--- src/rtl/vmc_pkg.sv ---
// Shared channel indices, coin bit positions and priority-grant helpers for
// the VMC input conditioner.
package vmc_pkg;

  localparam int unsigned N_CH      = 7;
  localparam int unsigned CH_START  = 0;
  localparam int unsigned CH_SELECT = 1;
  localparam int unsigned CH_OK     = 2;
  localparam int unsigned CH_CANCEL = 3;
  localparam int unsigned CH_COIN1  = 4;
  localparam int unsigned CH_COIN5  = 5;
  localparam int unsigned CH_COIN10 = 6;

  localparam int unsigned N_CMD     = 4;
  localparam int unsigned N_COIN    = 3;
  localparam int unsigned COIN_B1   = 0;
  localparam int unsigned COIN_B5   = 1;
  localparam int unsigned COIN_B10  = 2;

  // One-hot grant, CANCEL > OK > SELECT > START.
  function automatic logic [N_CMD-1:0] cmd_grant(input logic [N_CMD-1:0] req);
    cmd_grant = '0;
    if (req[CH_CANCEL])      cmd_grant[CH_CANCEL] = 1'b1;
    else if (req[CH_OK])     cmd_grant[CH_OK]     = 1'b1;
    else if (req[CH_SELECT]) cmd_grant[CH_SELECT] = 1'b1;
    else if (req[CH_START])  cmd_grant[CH_START]  = 1'b1;
  endfunction

  // One-hot grant of the largest coin, 10 > 5 > 1.
  function automatic logic [N_COIN-1:0] coin_grant(input logic [N_COIN-1:0] eff);
    coin_grant = '0;
    if (eff[COIN_B10])     coin_grant[COIN_B10] = 1'b1;
    else if (eff[COIN_B5]) coin_grant[COIN_B5]  = 1'b1;
    else if (eff[COIN_B1]) coin_grant[COIN_B1]  = 1'b1;
  endfunction

endpackage

--- src/rtl/sw_debounce.sv ---
// Single-channel 2-flop synchronizer plus counter debouncer; rise flags the
// cycle whose closing edge moves level from 0 to 1.
module sw_debounce #(
  parameter int unsigned DB_CYCLES = 4,
  parameter int unsigned CNT_W     = $clog2(DB_CYCLES + 1)
) (
  input  logic clk,
  input  logic rst,
  input  logic raw,
  output logic level,
  output logic rise
);

  logic             sync1;
  logic             sync2;
  logic [CNT_W-1:0] cnt;
  logic             settle;

  assign settle = (sync2 != level) && (cnt == CNT_W'(DB_CYCLES - 1));
  // Combinational so the top can register its pulse on the same edge as level.
  assign rise   = settle && sync2;

  always_ff @(posedge clk) begin
    if (rst) begin
      sync1 <= 1'b0;
      sync2 <= 1'b0;
      cnt   <= '0;
      level <= 1'b0;
    end else begin
      sync1 <= raw;
      sync2 <= sync1;
      if (sync2 == level) begin
        cnt <= '0;
      end else if (settle) begin
        level <= sync2;
        cnt   <= '0;
      end else begin
        cnt <= cnt + 1'b1;
      end
    end
  end

endmodule

--- src/rtl/vmc_input_conditioner.sv ---
// VMC switch front end: per-channel debounce, command arbitration, coin
// serialization and drop counting. Optional SELECT auto-repeat: SWCOND_AUTOREPEAT_EN.
module vmc_input_conditioner
  import vmc_pkg::*;
#(
  parameter int unsigned DB_CYCLES     = 4,
  parameter int unsigned CNT_W         = $clog2(DB_CYCLES + 1),
  parameter int unsigned REPEAT_CYCLES = 8
) (
  input  logic              CLOCK,
  input  logic              RESET,
  input  logic [N_CH-1:0]   SW_IN,
  output logic              START_P,
  output logic              SELECT_P,
  output logic              OK_P,
  output logic              CANCEL_P,
  output logic              COIN_1_P,
  output logic              COIN_5_P,
  output logic              COIN_10_P,
  output logic [N_CH-1:0]   LEVEL,
  output logic [N_COIN-1:0] COIN_PEND,
  output logic [7:0]        DROP_CNT
);

  if (DB_CYCLES < 1 || REPEAT_CYCLES < 1) begin : g_param_check
    $error("vmc_input_conditioner: DB_CYCLES and REPEAT_CYCLES must be >= 1");
  end

  logic [N_CH-1:0]   level;
  logic [N_CH-1:0]   rise;
  logic              rep_fire;
  logic [N_CMD-1:0]  cmd_req;
  logic [N_CMD-1:0]  cmd_gnt;
  logic              cmd_drop;
  logic [N_COIN-1:0] coin_rise;
  logic [N_COIN-1:0] coin_eff;
  logic [N_COIN-1:0] coin_gnt;
  logic              coin_drop;

  for (genvar i = 0; i < N_CH; i++) begin : g_ch
    sw_debounce #(
      .DB_CYCLES (DB_CYCLES),
      .CNT_W     (CNT_W)
    ) u_db (
      .clk   (CLOCK),
      .rst   (RESET),
      .raw   (SW_IN[i]),
      .level (level[i]),
      .rise  (rise[i])
    );
  end

  assign LEVEL = level;

`ifdef SWCOND_AUTOREPEAT_EN
  localparam int unsigned REP_W = $clog2(REPEAT_CYCLES + 1);
  logic [REP_W-1:0] rep_cnt;
  logic             rep_clear;

  assign rep_fire  = level[CH_SELECT] && (rep_cnt == REP_W'(REPEAT_CYCLES - 1));
  // A fresh press, a release or a winning CANCEL/OK restarts the period.
  assign rep_clear = !level[CH_SELECT] || rise[CH_SELECT] || rep_fire ||
                     cmd_gnt[CH_OK] || cmd_gnt[CH_CANCEL];

  always_ff @(posedge CLOCK) begin
    if (RESET || rep_clear) rep_cnt <= '0;
    else                    rep_cnt <= rep_cnt + 1'b1;
  end
`else
  assign rep_fire = 1'b0;
`endif

  always_comb begin
    cmd_req            = rise[N_CMD-1:0];
    cmd_req[CH_SELECT] = rise[CH_SELECT] | rep_fire;
  end

  assign cmd_gnt   = cmd_grant(cmd_req);
  assign cmd_drop  = |(cmd_req & ~cmd_gnt);
  assign coin_rise = rise[CH_COIN10:CH_COIN1];
  assign coin_eff  = COIN_PEND | coin_rise;
  assign coin_gnt  = coin_grant(coin_eff);
  assign coin_drop = |(coin_rise & COIN_PEND);

  always_ff @(posedge CLOCK) begin
    if (RESET) begin
      {CANCEL_P, OK_P, SELECT_P, START_P} <= '0;
      {COIN_10_P, COIN_5_P, COIN_1_P}     <= '0;
      COIN_PEND                           <= '0;
      DROP_CNT                            <= '0;
    end else begin
      {CANCEL_P, OK_P, SELECT_P, START_P} <= cmd_gnt;
      {COIN_10_P, COIN_5_P, COIN_1_P}     <= coin_gnt;
      COIN_PEND                           <= coin_eff & ~coin_gnt;
      if ((cmd_drop || coin_drop) && (DROP_CNT != '1)) DROP_CNT <= DROP_CNT + 1'b1;
    end
  end

endmodule
--- config.mk ---
export PLATFORM = sky130hd
export DESIGN_NAME = vmc_input_conditioner
export DESIGN_NICKNAME = d
export VERILOG_FILES = /design/src/rtl/vmc_pkg.sv /design/src/rtl/sw_debounce.sv /design/src/rtl/vmc_input_conditioner.sv
export SDC_FILE = /design/constraint.sdc
export NUM_CORES = 1
export LEC_CHECK = 0
export CAP_MARGIN = 20
export CORE_ASPECT_RATIO = 1.25
export CORE_MARGIN = 2
export CORE_UTILIZATION = 39
export DETAILED_ROUTE_END_ITERATION = 10
export GPL_ROUTABILITY_DRIVEN = 1
export HOLD_SLACK_MARGIN = 0.03
export REMOVE_ABC_BUFFERS = 1
export SYNTH_ARGS = -nofsm -noshare
export SYNTH_HDL_FRONTEND = slang
export SYNTH_SLANG_ARGS = --single-unit
--- constraint.sdc ---
create_clock -name CLOCK -period 2.2 [get_ports CLOCK]
set_input_delay 0.44 -clock CLOCK [delete_from_list [all_inputs] [get_ports CLOCK]]
set_output_delay 0.44 -clock CLOCK [all_outputs]
set_load 0.02 [all_outputs]
After elaboration in Yosys (flattened, before gate mapping) --
Cells that the tools add are included.
Storage, ports and cells: bits in writable memories 0, input bits 9, bits in latches 0, flip-flop bits (word level) 60, bits in read-only memories 0, output and inout port bits 25, memories 0
Cells by class: bitwise operators 13, shift-type cells 0, multiply operators 0, reduce and logical (&&, ||, !) cells 32, $add $sub $neg 8, muxes and demuxes 12, equal/unequal tests 22, $lt $le $gt $ge 0, div/mod/pow operators 0
Operator list (number):
- OR reduction 3 bit | 8
- adder 3 x 1 -> 3 bit, second input constant | 7
- == test 3 x 2 -> 1 bit, second input constant | 7
- logical AND 1 bit | 15
- AND reduction 2 bit | 7
- two-way mux 1 bit | 9
- adder 8 x 1 -> 8 bit, second input constant | 1
- != test 8 bit, second input constant | 1
- == test 1 bit | 7
- != test 1 bit | 7
- NOT 1 bit | 7
- bitwise AND 3 bit | 2
- bitwise AND 4 bit | 1
- two-way mux 2 bit | 2
- NOT 4 bit | 1
- OR reduction 4 bit | 1
- two-way mux 3 bit | 1
- NOT 3 bit | 1
- OR 3 bit | 1
- logical OR 1 bit | 1

Depth between registers and ports, before layout --
Gate-level depths: netlist of the first run.
word-level depth 12, gate-level depth with buffers 8

Cells and area by module --
A second synthesis of the first run with hierarchy kept.
Second synthesis, totals: cell total of the unflattened synthesis 209, area total of the unflattened synthesis 2239.6 um2
Modules (own cells, without submodules):
- sw_debounce | area an instance 216.5 um2, sequential area each 120.1 um2, instances 7, cells each 19
- vmc_input_conditioner | area an instance 724.4 um2, sequential area each 340.3 um2, instances 1, cells each 76

Worst setup path before layout of the first run --
No wires, ideal clock.
path type flip-flop to flip-flop, from reg g_ch[3].u_db.cnt[0], to reg DROP_CNT[1], data required time 2072 ps, setup slack 218 ps, cell stages (with the launch flop) 9, period minus slack after synthesis 1982 ps, buffers on the path 1, arrival time 1855 ps, cell sequence dfxtp_1 ha_1 ha_1 and3b_2 maj3_2 o31ai_2 buf_6 mux2i_1 nor2_1
On the way: longest elaborated chain between the ends 9, elaborated cells between the ends (all ways) 10
Ends and longest elaborated chain:
- start: declaration | line sw_debounce.sv:16 | logic [CNT_W-1:0] cnt;
- start signal: assignment | line sw_debounce.sv:38 | cnt <= cnt + 1'b1;
- == test 3 x 2 -> 1 bit (*) | line sw_debounce.sv:19 | assign settle = (sync2 != level) && (cnt == CNT_W'(DB_CYCLES - 1));
- logical AND 1 bit (*) | line sw_debounce.sv:19
- logical AND 1 bit (*) | line sw_debounce.sv:21 | assign rise = settle && sync2;
- two-way mux 3 bit / two-way mux 1 bit (equally long branches) | line vmc_pkg.sv:23 | if (req[CH_CANCEL]) cmd_grant[CH_CANCEL] = 1'b1;
- NOT 4 bit | line vmc_input_conditioner.sv:79 | assign cmd_drop = |(cmd_req & ~cmd_gnt);
- bitwise AND 4 bit (*) | line vmc_input_conditioner.sv:79
- OR reduction 4 bit (*) | line vmc_input_conditioner.sv:79
- logical OR 1 bit (*) | line vmc_input_conditioner.sv:95 | if ((cmd_drop || coin_drop) && (DROP_CNT != '1)) DROP_CNT <= DROP_CNT + 1'b1;
- logical AND 1 bit (*) | line vmc_input_conditioner.sv:95
- end signal: assignment | line vmc_input_conditioner.sv:95
- end: declaration | line vmc_input_conditioner.sv:22 | output logic [7:0] DROP_CNT
Mark *: on every way between the ends. The rest lies on a longest branch, timed or not. A chain may end at the register's enable or synchronous reset.

Final worst setup path of the first run --
Same ends and word-level chain as after synthesis.

==> results.toml, run 1 <==
[floorplanning]
rows = 31
die_w_um = 72.57
dieArea_um2 = 6511
start_util_pct = 39.93
core_area_um2 = 5741
ios = 34
fp.dieH_um = 89.72

[finish]
final_nets = 287
filler_cell_count = 561
stdcell_count = 334
drive_gt1_share_pct = 7.463
num_antenna_cells = 0
final_util_pct = 48.63
area_growth_pct = 21.78

[cts]
htree_levels = 3
cts_tree = "built"
cts_resized = 0
cts.sinks = 59
cts.clk_slew.worst_paths_ns = 0.06
cts_setup_buffers = 0
root_buffer = "clkbuf_8"
clock_latency_ns = 0.33
max-clock-path-buffers = 2
cts_hold_buf = 0
cts_buffers = 9

[power]
power_density_nw_per_um2 = 714.5
p_comb_share_pct = 2.6
swShare_pct = 20.72
p_int_mw = 1.581
p_clk_share_pct = 42.6
total_power_mw = 1.995
vdd_ir_drop_max_v = 0.0003262
seq_power_share_pct = 54.8
p_switching_mw = 0.4133
p_leak_nw = 1.056

[synth]
synthArstFlopShare_pct = 0
synth_ff_type = "dfxtp_1"
synth_edf_count = 0
yosysMostFrequentCell = "dfxtp_1"
yosys.area.top_type = "dfxtp_1"
ys_warn_count = 0
syn_area_um2 = 2292
ys_top_cells_by_count = "dfxtp_1 (59), nor2_1 (34), inv_1 (16)"
ys_seq_elements = 59
synth_cell_types = 37
ys_top_cells_by_area = "dfxtp_1 (52%), ha_1 (8.2%), nor2_1 (5.6%)"
netlist_instances = 231
seq_area_frac_synth_pct = 51.53
synthDominantCellAreaShare_pct = 51.53
syn_avg_cell_area_um2 = 9.923

[min_path]
min_path_type = "reg2reg"
hold_depth = 1
holdCritStartpoint = "g_ch[0].u_db.cnt[0]"

[global_routing]
grt_max_degree = 45
track_usage_pct = 12.21
first_global_vias = 1430
antenna_found_initial = 0
grt_pass1_wl_um = 6058
overflow = 0

[job]
maxCapViolations = 0

[status]
status = "finished, final reports clean"

[routing]
vias_per_cell = 4.704
routed_wirelength_um = 3487
drc = 0
post_drt_wl_per_cell_um = 10.44
drt_iter0_markers = 13
final_antenna_net_count = 0
dr.pass1.iters = 4
vias = 1571

[worst_setup_path]
start_kind = "flip-flop"
r2r.worst_path.cells = 8
crit_type = "reg2reg"
reg2reg_from = "g_ch[3].u_db.cnt[0]"
cp_cell_sequence = "ha_1 -> ha_1 -> and3b_2 -> maj3_2 -> o31ai_2 -> buf_4 -> mux2i_1 -> nor2_1"
path_common_cell = "ha_1"
endpoint_kind = "flip-flop"
slowest_stage = "maj3_2"
startpoint = "g_ch[3].u_db.cnt[0]"
required_ns = 2.42
cp_slowest_stage_delay_ns = 0.32
cp_max_fo = 12
arrival_ns = 2.23

[place]
dp.cells = 318
port_buffers = 32
dpl.hpwl_um = 2437
gp_congestion = 0.7202

[sta]
whs_ns = 0.4179
hold_viol = 0
min_period_over_period_pct = 91.72
max_clock_freq_ghz = 0.4956
period_minus_slack_ns = 2.018
slew_viol_final = 0
rsz0062_at_grt = "false"
finalClockSkew_ns = 0.003955
tns_ns = 0
setup_viol = 0
-- metal layers --
metal / wire length, um / GRT usage [%] / vias to the layer above / part of all wire (%)
li1: - / - / 825 / -
met3: 164 / 4.036 / 8 / 4.7
met5: 0 / 0 / - / 0
met2: 1595 / 18.79 / 32 / 46
met1: 1631 / 13.60 / 706 / 47
met4: 95 / 9.259 / 0 / 2.7
-- cells by family after synthesis --
family / share of synthesized area, %
fa+ha+maj: 8.679
compound gates: 5.295
mux: 2.620
xor+xnor: 3.057
simple gates: 21.51
flops: 51.53
buf+inv: 7.151
other cells: 0.1636
-- final timing paths --
check                        end  slack [ns]
max reg2reg          DROP_CNT[1]        0.18
min reg2reg  g_ch[0].u_db.cnt[0]        0.42
max                  DROP_CNT[1]        0.18
min          g_ch[0].u_db.cnt[0]        0.42
-- area by class of cell --
type	instances	area (um^2)	area share, %
tap	66	82.58	2.958
timing repair buffer	34	347.8	12.46
clock buffer	14	162.7	5.827
sequential	59	1181	42.31
clock inverter	2	10.01	0.3586
multi-input combinational	143	947.2	33.93
inverter	16	60.06	2.151
-- registers in the layout, summed over array words and instances, names as in the netlist, 2 cells and up --
register	count
g_ch.u_db.cnt	21
DROP_CNT	8
g_ch.u_db.level	7
g_ch.u_db.sync1	7
g_ch.u_db.sync2	7
COIN_PEND	2
-- placed cells by master, fill, tap and decap left out, types with 2 or more instances in the layout --
cell	n
dfxtp_1	59
nor2_1	34
clkdlybuf4s50_1	32
inv_1	16
nor2b_1	15
ha_1	15
or3_1	13
clkbuf_8	11
a21oi_1	9
xnor2_1	7
nand2_1	6
mux2i_1	6
nand3b_1	5
nand3_1	4
o21ai_1	4
clkbuf_1	3
nand4b_1	2
and3b_1	2
nor3_1	2
nor4_1	2
nand2b_1	2
clkinv_2	2
-- stage by stage --
stage               setup slack (ns)  instance area (um^2)
global route                 0.03145                  2791
CTS                           0.1712                  2791
floorplan                    0.06536                  2188
finish                        0.1821                  2791
global placement              0.2164                  2619
detailed placement            0.1734                  2619
-- power by group through the flow --
stage | logic [mW] | registers [mW] | clock network, mW
floorplan | 0.0212 | 1.11 | 0
global placement | 0.0528 | 1.12 | 0
detailed placement | 0.0531 | 1.12 | 0
CTS | 0.0534 | 1.09 | 0.888
global route | 0.0589 | 1.09 | 0.931
finish | 0.0520 | 1.09 | 0.850
-- worst max-delay path: cells and delay by family, from the launching register on --
| family | cells | cell delay, ns |
|---|---|---|
| adders and majority gates | 3 | 0.73 |
| DFF | 1 | 0.31 |
| and+or+nand+nor | 2 | 0.30 |
| buffers and inverters | 1 | 0.20 |
| muxes | 1 | 0.19 |
| AOI/OAI and AO/OA | 1 | 0.17 |
No activity file was read; power rests on OpenSTA's default activity.
==> inputs of run 2 (changes only) <==
- CTS_CLUSTER_SIZE: unset -> 14
- PLACE_DENSITY_LB_ADDON: unset -> 0.25
==> results.toml, run 2 (synthesis gave the netlist of run 1 again) <==
[finish]
largest_reg_flops = 21
multiInputGateArea_um2 = 947.2
filler_cell_count = 541
reg.largest.list = "g_ch.u_db.cnt x21, DROP_CNT x8"
final_nets = 287
num_antenna_cells = 0
regArea_um2 = 1181
mostFrequentLayoutCells = "dfxtp_1 (59), nor2_1 (34), clkdlybuf4s50_1 (32)"
drive_gt1_share_pct = 7.463
stdcell_count = 334
final_common_cell = "dfxtp_1"
regMostFlops = "g_ch.u_db.cnt"
area_growth_pct = 21.78

[floorplanning]
core_area_um2 = 5741
fp.dieH_um = 89.72
start_util_pct = 39.93
die_w_um = 72.57
rows = 31
ios = 34
dieArea_um2 = 6511

[worst_setup_path]
start_kind = "flip-flop"
endpoint_kind = "flip-flop"
arrival_ns = 2.24
startpoint = "g_ch[3].u_db.cnt[0]"
reg2reg_slack_ns = 0.18
required_ns = 2.42
crit_type = "reg2reg"
worst-path-stages = 8
reg2reg_from = "g_ch[3].u_db.cnt[0]"
path_common_cell = "ha_1"
critical_path_buf_inv_count = 1
r2r.worst_path.cells = 8
cp_max_fo = 12
cp_cell_sequence = "ha_1 -> ha_1 -> and3b_2 -> maj3_2 -> o31ai_2 -> buf_4 -> mux2i_1 -> nor2_1"
worstReg2RegEnd = "DROP_CNT[1]"
crit_end = "DROP_CNT[1]"
slowest_stage = "dfxtp_1"
critPathTopFamily = "adder cells"
cp_slowest_stage_delay_ns = 0.32

[global_routing]
grt_max_degree = 45
first_global_vias = 1474
overflow = 0
track_usage_pct = 12.49
grt_pass1_wl_um = 6258
antenna_found_initial = 0

[sta]
slew_viol_final = 0
whs_ns = 0.4223
rsz0062_at_grt = "false"
setup_viol = 0
hold_viol = 0
max_clock_freq_ghz = 0.4952
min_period_over_period_pct = 91.79
tns_ns = 0
finalClockSkew_ns = 0.005653
period_minus_slack_ns = 2.019

[cts]
cts_setup_buffers = 0
root_buffer = "clkbuf_8"
cts.sinks = 59
cts.clk_slew.worst_paths_ns = 0.06
cts_tree = "built"
cts_buffers = 9
cts_hold_buf = 0
cts_resized = 0
max-clock-path-buffers = 2
htree_levels = 3
clock_latency_ns = 0.33

[routing]
post_drt_wl_per_cell_um = 10.38
vias = 1581
vias_per_cell = 4.734
drc = 0
dr.pass1.iters = 4
final_antenna_net_count = 0
routed_wirelength_um = 3466
drt_iter0_markers = 82

[power]
power_density_nw_per_um2 = 714.1
p_leak_nw = 1.056
vdd_ir_drop_max_v = 0.0004129

[place]
port_buffers = 32
dp.cells = 318
dpl.hpwl_um = 2399
gp_congestion = 0.7108

[min_path]
holdCritStartpoint = "g_ch[2].u_db.cnt[0]"
min_path_type = "reg2reg"

[job]
maxCapViolations = 0

[status]
status = "finished, final reports clean"
## run 2: cell counts in the layout (fill, tap and decap cells not counted)
Identical to the previous run, type by type.
## run 2: where the power goes
group | total [mW] | internal, mW | switching, mW | leakage (nW)
clock network | 0.848 | 0.467 | 0.381 | 0.0905
registers | 1.09 | 1.08 | 0.00841 | 0.479
logic | 0.0526 | 0.0294 | 0.0233 | 0.487
total | 1.99 | 1.58 | 0.412 | 1.06
## run 2: cell type report
class | count | share of cell area, %
clock buffers | 14 | 5.827
clock inverters | 2 | 0.3586
inverters | 16 | 2.151
multi-input cells | 143 | 33.93
flip-flops and latches | 59 | 42.31
well taps | 66 | 2.958
repair buffers | 34 | 12.46
## run 2: how the worst min path moves through the flow
stage	endpoint	slack [ns]	cells past startpoint
final	g_ch[2].u_db.cnt[0]	0.42	1
after floorplan	g_ch[0].u_db.cnt[0]	0.40	1
after CTS	g_ch[2].u_db.cnt[0]	0.43	1
after global placement	g_ch[3].u_db.cnt[0]	0.41	1
after detailed placement	g_ch[2].u_db.cnt[0]	0.42	1
after global routing	g_ch[2].u_db.cnt[0]	0.44	1
## run 2: stage by stage
step | power, mW | worst slack, ns | util, % | cell area [um^2]
after floorplan | 1.136 | 0.06536 | - | 2188
after global placement | 1.168 | 0.2080 | 45.62 | 2619
after detailed placement | 1.171 | 0.1780 | 45.62 | 2619
after CTS | 2.028 | 0.1634 | 48.63 | 2791
after global routing | 2.082 | 0.02004 | 48.63 | 2791
final | 1.993 | 0.1807 | 48.63 | 2791
## run 2: worst register-to-register path: stages, from the launching register on
cell     delay (ns)
dfxtp_1        0.32
ha_1           0.19
ha_1           0.22
and3b_2        0.26
maj3_2         0.32
o31ai_2        0.17
buf_4          0.20
mux2i_1        0.19
nor2_1         0.05
## run 2: layer usage
metal	wire length [um]	track usage [%]	share of wire, %
met1	1572	14.18	45
met2	1600	18.71	46
met3	181	4.933	5.2
met4	111	8.796	3.2
met5	0	0	0
==> RTL edit 1: new RTL, settings of run 2 <==
`DB_CYCLES` is set to 4 in 2 places; all go to 8.
--- a/src/rtl/sw_debounce.sv
+++ b/src/rtl/sw_debounce.sv
@@ -1,7 +1,7 @@
 // Single-channel 2-flop synchronizer plus counter debouncer; rise flags the
 // cycle whose closing edge moves level from 0 to 1.
 module sw_debounce #(
-  parameter int unsigned DB_CYCLES = 4,
+  parameter int unsigned DB_CYCLES = 8,
   parameter int unsigned CNT_W     = $clog2(DB_CYCLES + 1)
 ) (
   input  logic clk,
--- a/src/rtl/vmc_input_conditioner.sv
+++ b/src/rtl/vmc_input_conditioner.sv
@@ -3,7 +3,7 @@
 module vmc_input_conditioner
   import vmc_pkg::*;
 #(
-  parameter int unsigned DB_CYCLES     = 4,
+  parameter int unsigned DB_CYCLES     = 8,
   parameter int unsigned CNT_W         = $clog2(DB_CYCLES + 1),
   parameter int unsigned REPEAT_CYCLES = 8
 ) (
Behaviour: not the same (a bounded check fails within 10 cycles, from zero or initial values and one cycle with RESET high).
==> RTL edit 1 against run 2 <==
- sequential cell count grew 7
- worst setup slack got worse by 0.047 ns
- critical endpoint is now DROP_CNT[3]$_SDFFE_PP0P_
- first-iteration DRC count shrank 12%
- cell area increased by 16%
- area after synthesis is 13% higher
- sequential power up 12%
- die area grew 13%
- synthesized cell count is 15% higher
- power up 18%
- highest routed layer unchanged
- routed wire length up 34%
==> RTL edit 1: results (changes against run 2) <==
- Status: complete, no violations
- # fillers: 638 (+18%)
- Cells after Synth: 266 (+15%)
- Hpwl dp: 3.27 mm (+36%)
- Delay-heaviest family, CP: simple AND/OR/NAND/NOR gates
- RePlAce Congestion: 0.745 (+4.9%)
- Sequential area share after synthesis: 50.8% (-0.71 points)
- DR iter-0 viols: 72 (-12%)
- CP max stage cell: dfxtp_2
- Critical Path AT: 2.34 ns (+0.10 ns)
- Share of post-route cells with drive strength above 1: 11.1% (+3.6 points)
- Final core occ: 49.8% (+1.1 points)
- Synth Area in Compound Gates: 5.25% (-0.049 points)
- Top sig layer: met4
- Layout Nets: 319 (+11%)
- Switching power: 469 uW (+14%)
- Via Count: 1910 (+21%)
- Multiplexer share of the synthesized area: 2.36% (-0.26 points)
- Pin count of the biggest net entering global routing: 23 (-49%)
- Largest regs: g_ch.u_db.cnt: 28 flops, DROP_CNT: 8 flops
- Reg power frac: 51.7% (-3.1 points)
- Final Skew: 0.00647 ns (+0.000814 ns)
- Fin crit share: 93.9% (+2.1 points)
- First-pass GRT wire length: 8.09 mm (+29%)
- Comb group: 60.7 uW (+15%)
- DP Worst Slack: 0.0699 ns (-0.108 ns)
- GR Util met2: 23.4% (+4.7 points)
- Crit path max fanout: 7 (-5)
- Final WL: 4.63 mm (+34%)
- Critical Path Max Stage Delay: 0.37 ns (+0.05 ns)
- Non-Filler Instances: 394 (+18%)
- Post-synth cell types: 40 (+8.1%)
- P_seq: 1220 uW (+12%)
- Area contributors post-synth: dfxtp_1, nor2_1, nor2b_1
- Pleak: 0.00123 uW (+17%)
- Placed Area: 3000 sq um (+14%)
## RTL edit 1: changes by cell type after synthesis, moves of 4 or more
| cell | run 2 | this run |
|---|---|---|
| ha_1 | 15 | 8 |
| xnor2_1 | 7 | 12 |
| or3_1 | 13 | 4 |
| o21ai_1 | 4 | 0 |
| xor2_1 | 1 | 8 |
| dfxtp_1 | 59 | 66 |
| nor3_1 | 2 | 8 |
| nand3b_1 | 5 | 10 |
| inv_1 | 16 | 4 |
| and3_1 | 1 | 6 |
| nand2b_1 | 2 | 8 |
| nand3_1 | 4 | 11 |
## RTL edit 1: final cells by class
| class | count | share of cell area (%) |
|---|---|---|
| Clock inverter | 1 | 0.925 |
| Multi-Input combinational cell | 183 | 37.5 |
| Sequential cell | 66 | 40.8 |
| Timing Repair Buffer | 38 | 11.3 |
| Tap cell | 87 | 3.35 |
| Inverter | 4 | 0.462 |
| Clock buffer | 15 | 5.74 |
## RTL edit 1: timing repair
item | in CTS | in global routing
resized for setup | 0 | 11
hold buffers | 0 | 0
endpoints found under the hold margin | 0 | 0
setup endpoints to repair | 0 | 4
## RTL edit 1: final timing paths
check | slack (ns) | endpoint | cells after the start | from
max | 0.13 | DROP_CNT[3]$_SDFFE_PP0P_ | 7 | g_ch[1].u_db.cnt[0]$_SDFF_PP0_
min | 0.43 | g_ch[2].u_db.sync2$_SDFF_PP0_ | 1 | g_ch[2].u_db.sync1$_SDFF_PP0_
max reg2reg | 0.13 | DROP_CNT[3]$_SDFFE_PP0P_ | 7 | g_ch[1].u_db.cnt[0]$_SDFF_PP0_
min reg2reg | 0.43 | g_ch[2].u_db.sync2$_SDFF_PP0_ | 1 | g_ch[2].u_db.sync1$_SDFF_PP0_
==> RTL edit 2: new RTL, flow settings as in run 2 <==
Without the edit above. Put a register stage on the output `LEVEL`, cleared by the reset. The value now appears one clock later. The other outputs are not delayed to match.
--- a/src/rtl/vmc_input_conditioner.sv
+++ b/src/rtl/vmc_input_conditioner.sv
@@ -50,7 +50,13 @@
     );
   end
 
-  assign LEVEL = level;
+  always_ff @(posedge CLOCK) begin
+    if (RESET) begin
+      LEVEL <= '0;
+    end else begin
+      LEVEL <= level;
+    end
+  end
 
 `ifdef SWCOND_AUTOREPEAT_EN
   localparam int unsigned REP_W = $clog2(REPEAT_CYCLES + 1);
Formal check against the unedited RTL: not equivalent (a bounded check fails within 10 cycles, from zero or initial values and one cycle with RESET high).
==> RTL edit 2 against run 2 <==
- critical path type unchanged
- cell area increased by 12%
- cell count increased by 10%
- largest power group unchanged
- clock skew decreased by 0.00086 ns
- sequential cell count increased by 7
- power increased by 19%
- maximum frequency increased by 0.70%
- non-clock buffer count increased by 2
- area after synthesis increased by 8.5%
- clock power increased by 30%
- worst setup slack improved by 0.014 ns
- routed wire length increased by 7.7%
- largest cell class unchanged
- synthesized cell count increased by 4.3%
==> RTL edit 2: results (changes against run 2) <==
- Final Skew: 0.00479 ns (-0.000862 ns)
- Area contributors post-synth: dfxtp_1, ha_1, nor2b_1
- Pin count of the biggest net entering global routing: 32 (-29%)
- Synth Area in Compound Gates: 4.68% (-0.62 points)
- # fillers: 596 (+10%)
- Post-Place Cells: 353 (+11%)
- Worst Setup SP: g_ch[4].u_db.cnt[0]$_SDFF_PP0_
- WHS: 0.421 ns (-0.000940 ns)
- Most frequent cells after synthesis: dfxtp_1, nor2_1, nor2b_1, ha_1, inv_1
- Vias in the first global route: 1519 (+3.1%)
- CTS Buf Count: 9 (unchanged)
- RePlAce Congestion: 0.795 (+12%)
- Syn. warnings: 0 (unchanged)
- Worst-Skew Late Latency: 0.33 ns (about the same)
- Multiplexer share of the synthesized area: 3.77% (+1.2 points)
- Global Route Usage Sum: 12.3% (-0.24 points)
- Reg2Reg Depth: 7 (-1)
- Status: complete, no violations
- Hpwl dp: 2.67 mm (+11%)
- CP max stage cell: dfxtp_1
- Maximum VDD drop: 0.000329 V (-20%)
- Area growth syn-to-layout: 25.4%
- Vias per Instance: 4.45 (-6.0%)
- Share of post-route cells with drive strength above 1: 9.51% (+2.0 points)
- Layout Nets: 303 (+5.6%)
- Met3 GRT Util: 5.71% (+0.78 points)
- Post-synthesis area per instance: 10.3 sq um (+4.0%)
- Final min period: 2.01 ns (-0.0141 ns)
- Post-synthesis xor/xnor area fraction: 2.11% (-0.94 points)
- First-pass GRT wire length: 6.42 mm (+2.5%)
- Post-synth cell types: 37 (unchanged)
- Adder-Cell Fraction of Synth Area: 7.55% (-1.1 points)
- Asr flop ratio synth: 0% (unchanged)
- I/O Buffers: 32 (unchanged)
- Hold Path Origin: g_ch[6].u_db.cnt[0]$_SDFF_PP0_
- Final WL: 3.73 mm (+7.7%)
- Delay-heaviest family, CP: compound AO/OA/AOI/OAI gates
- Placed Area: 2890 sq um (+10%)
- Actual slew at the worst max-slew pin: 0.528 ns
- Routing usage on met1: 14.5% (+0.31 points)
- GR Util met2: 18.3% (-0.38 points)
- DP Worst Slack: 0.0875 ns (-0.0905 ns)
- Hold EP: g_ch[6].u_db.cnt[0]$_SDFF_PP0_
- Pleak: 0.00134 uW (+27%)
- DR iter-0 viols: 41 (-50%)
- Sequential area share after synthesis: 53.1% (+1.6 points)
- Worst Setup EP: DROP_CNT[5]$_SDFFE_PP0P_
- Via Count: 1642 (+3.9%)
## RTL edit 2: metal layers
metal | up-vias | part of all wire [%]
li1 | 869 | -
met1 | 730 | 47
met2 | 35 | 45
met3 | 8 | 5.3
met4 | 0 | 2.8
met5 | - | 0
## RTL edit 2: cells by family after synthesis
kind of cell | Yosys count
DFF | 66
xor gates and xnor gates | 6
AOI/OAI and AO/OA | 17
buffers and inverters | 23
adders and majority gates | 15
and+or+nand+nor | 104
muxes | 9
other | 1
## RTL edit 2: cell type report
type                            count  share of cell area [%]
Inverter                           14                    1.68
Tap cell                           85                    3.41
Clock buffer                       11                    4.53
Multi-Input combinational cell    152                    34.5
Clock inverter                      5                    2.49
Timing Repair Buffer               36                    11.1
Sequential cell                    66                    42.4
## RTL edit 2: what timing repair did
action,in CTS,in global routing
setup buffers,0,0
resized for setup,0,1
hold buffers,0,0
setup endpoints to repair,0,3
## RTL edit 2: power breakdown
part,internal [uW],switching [uW]
sequential,1210,8.94
clock,665,432
combinational,28.8,26.2
total,1900,467
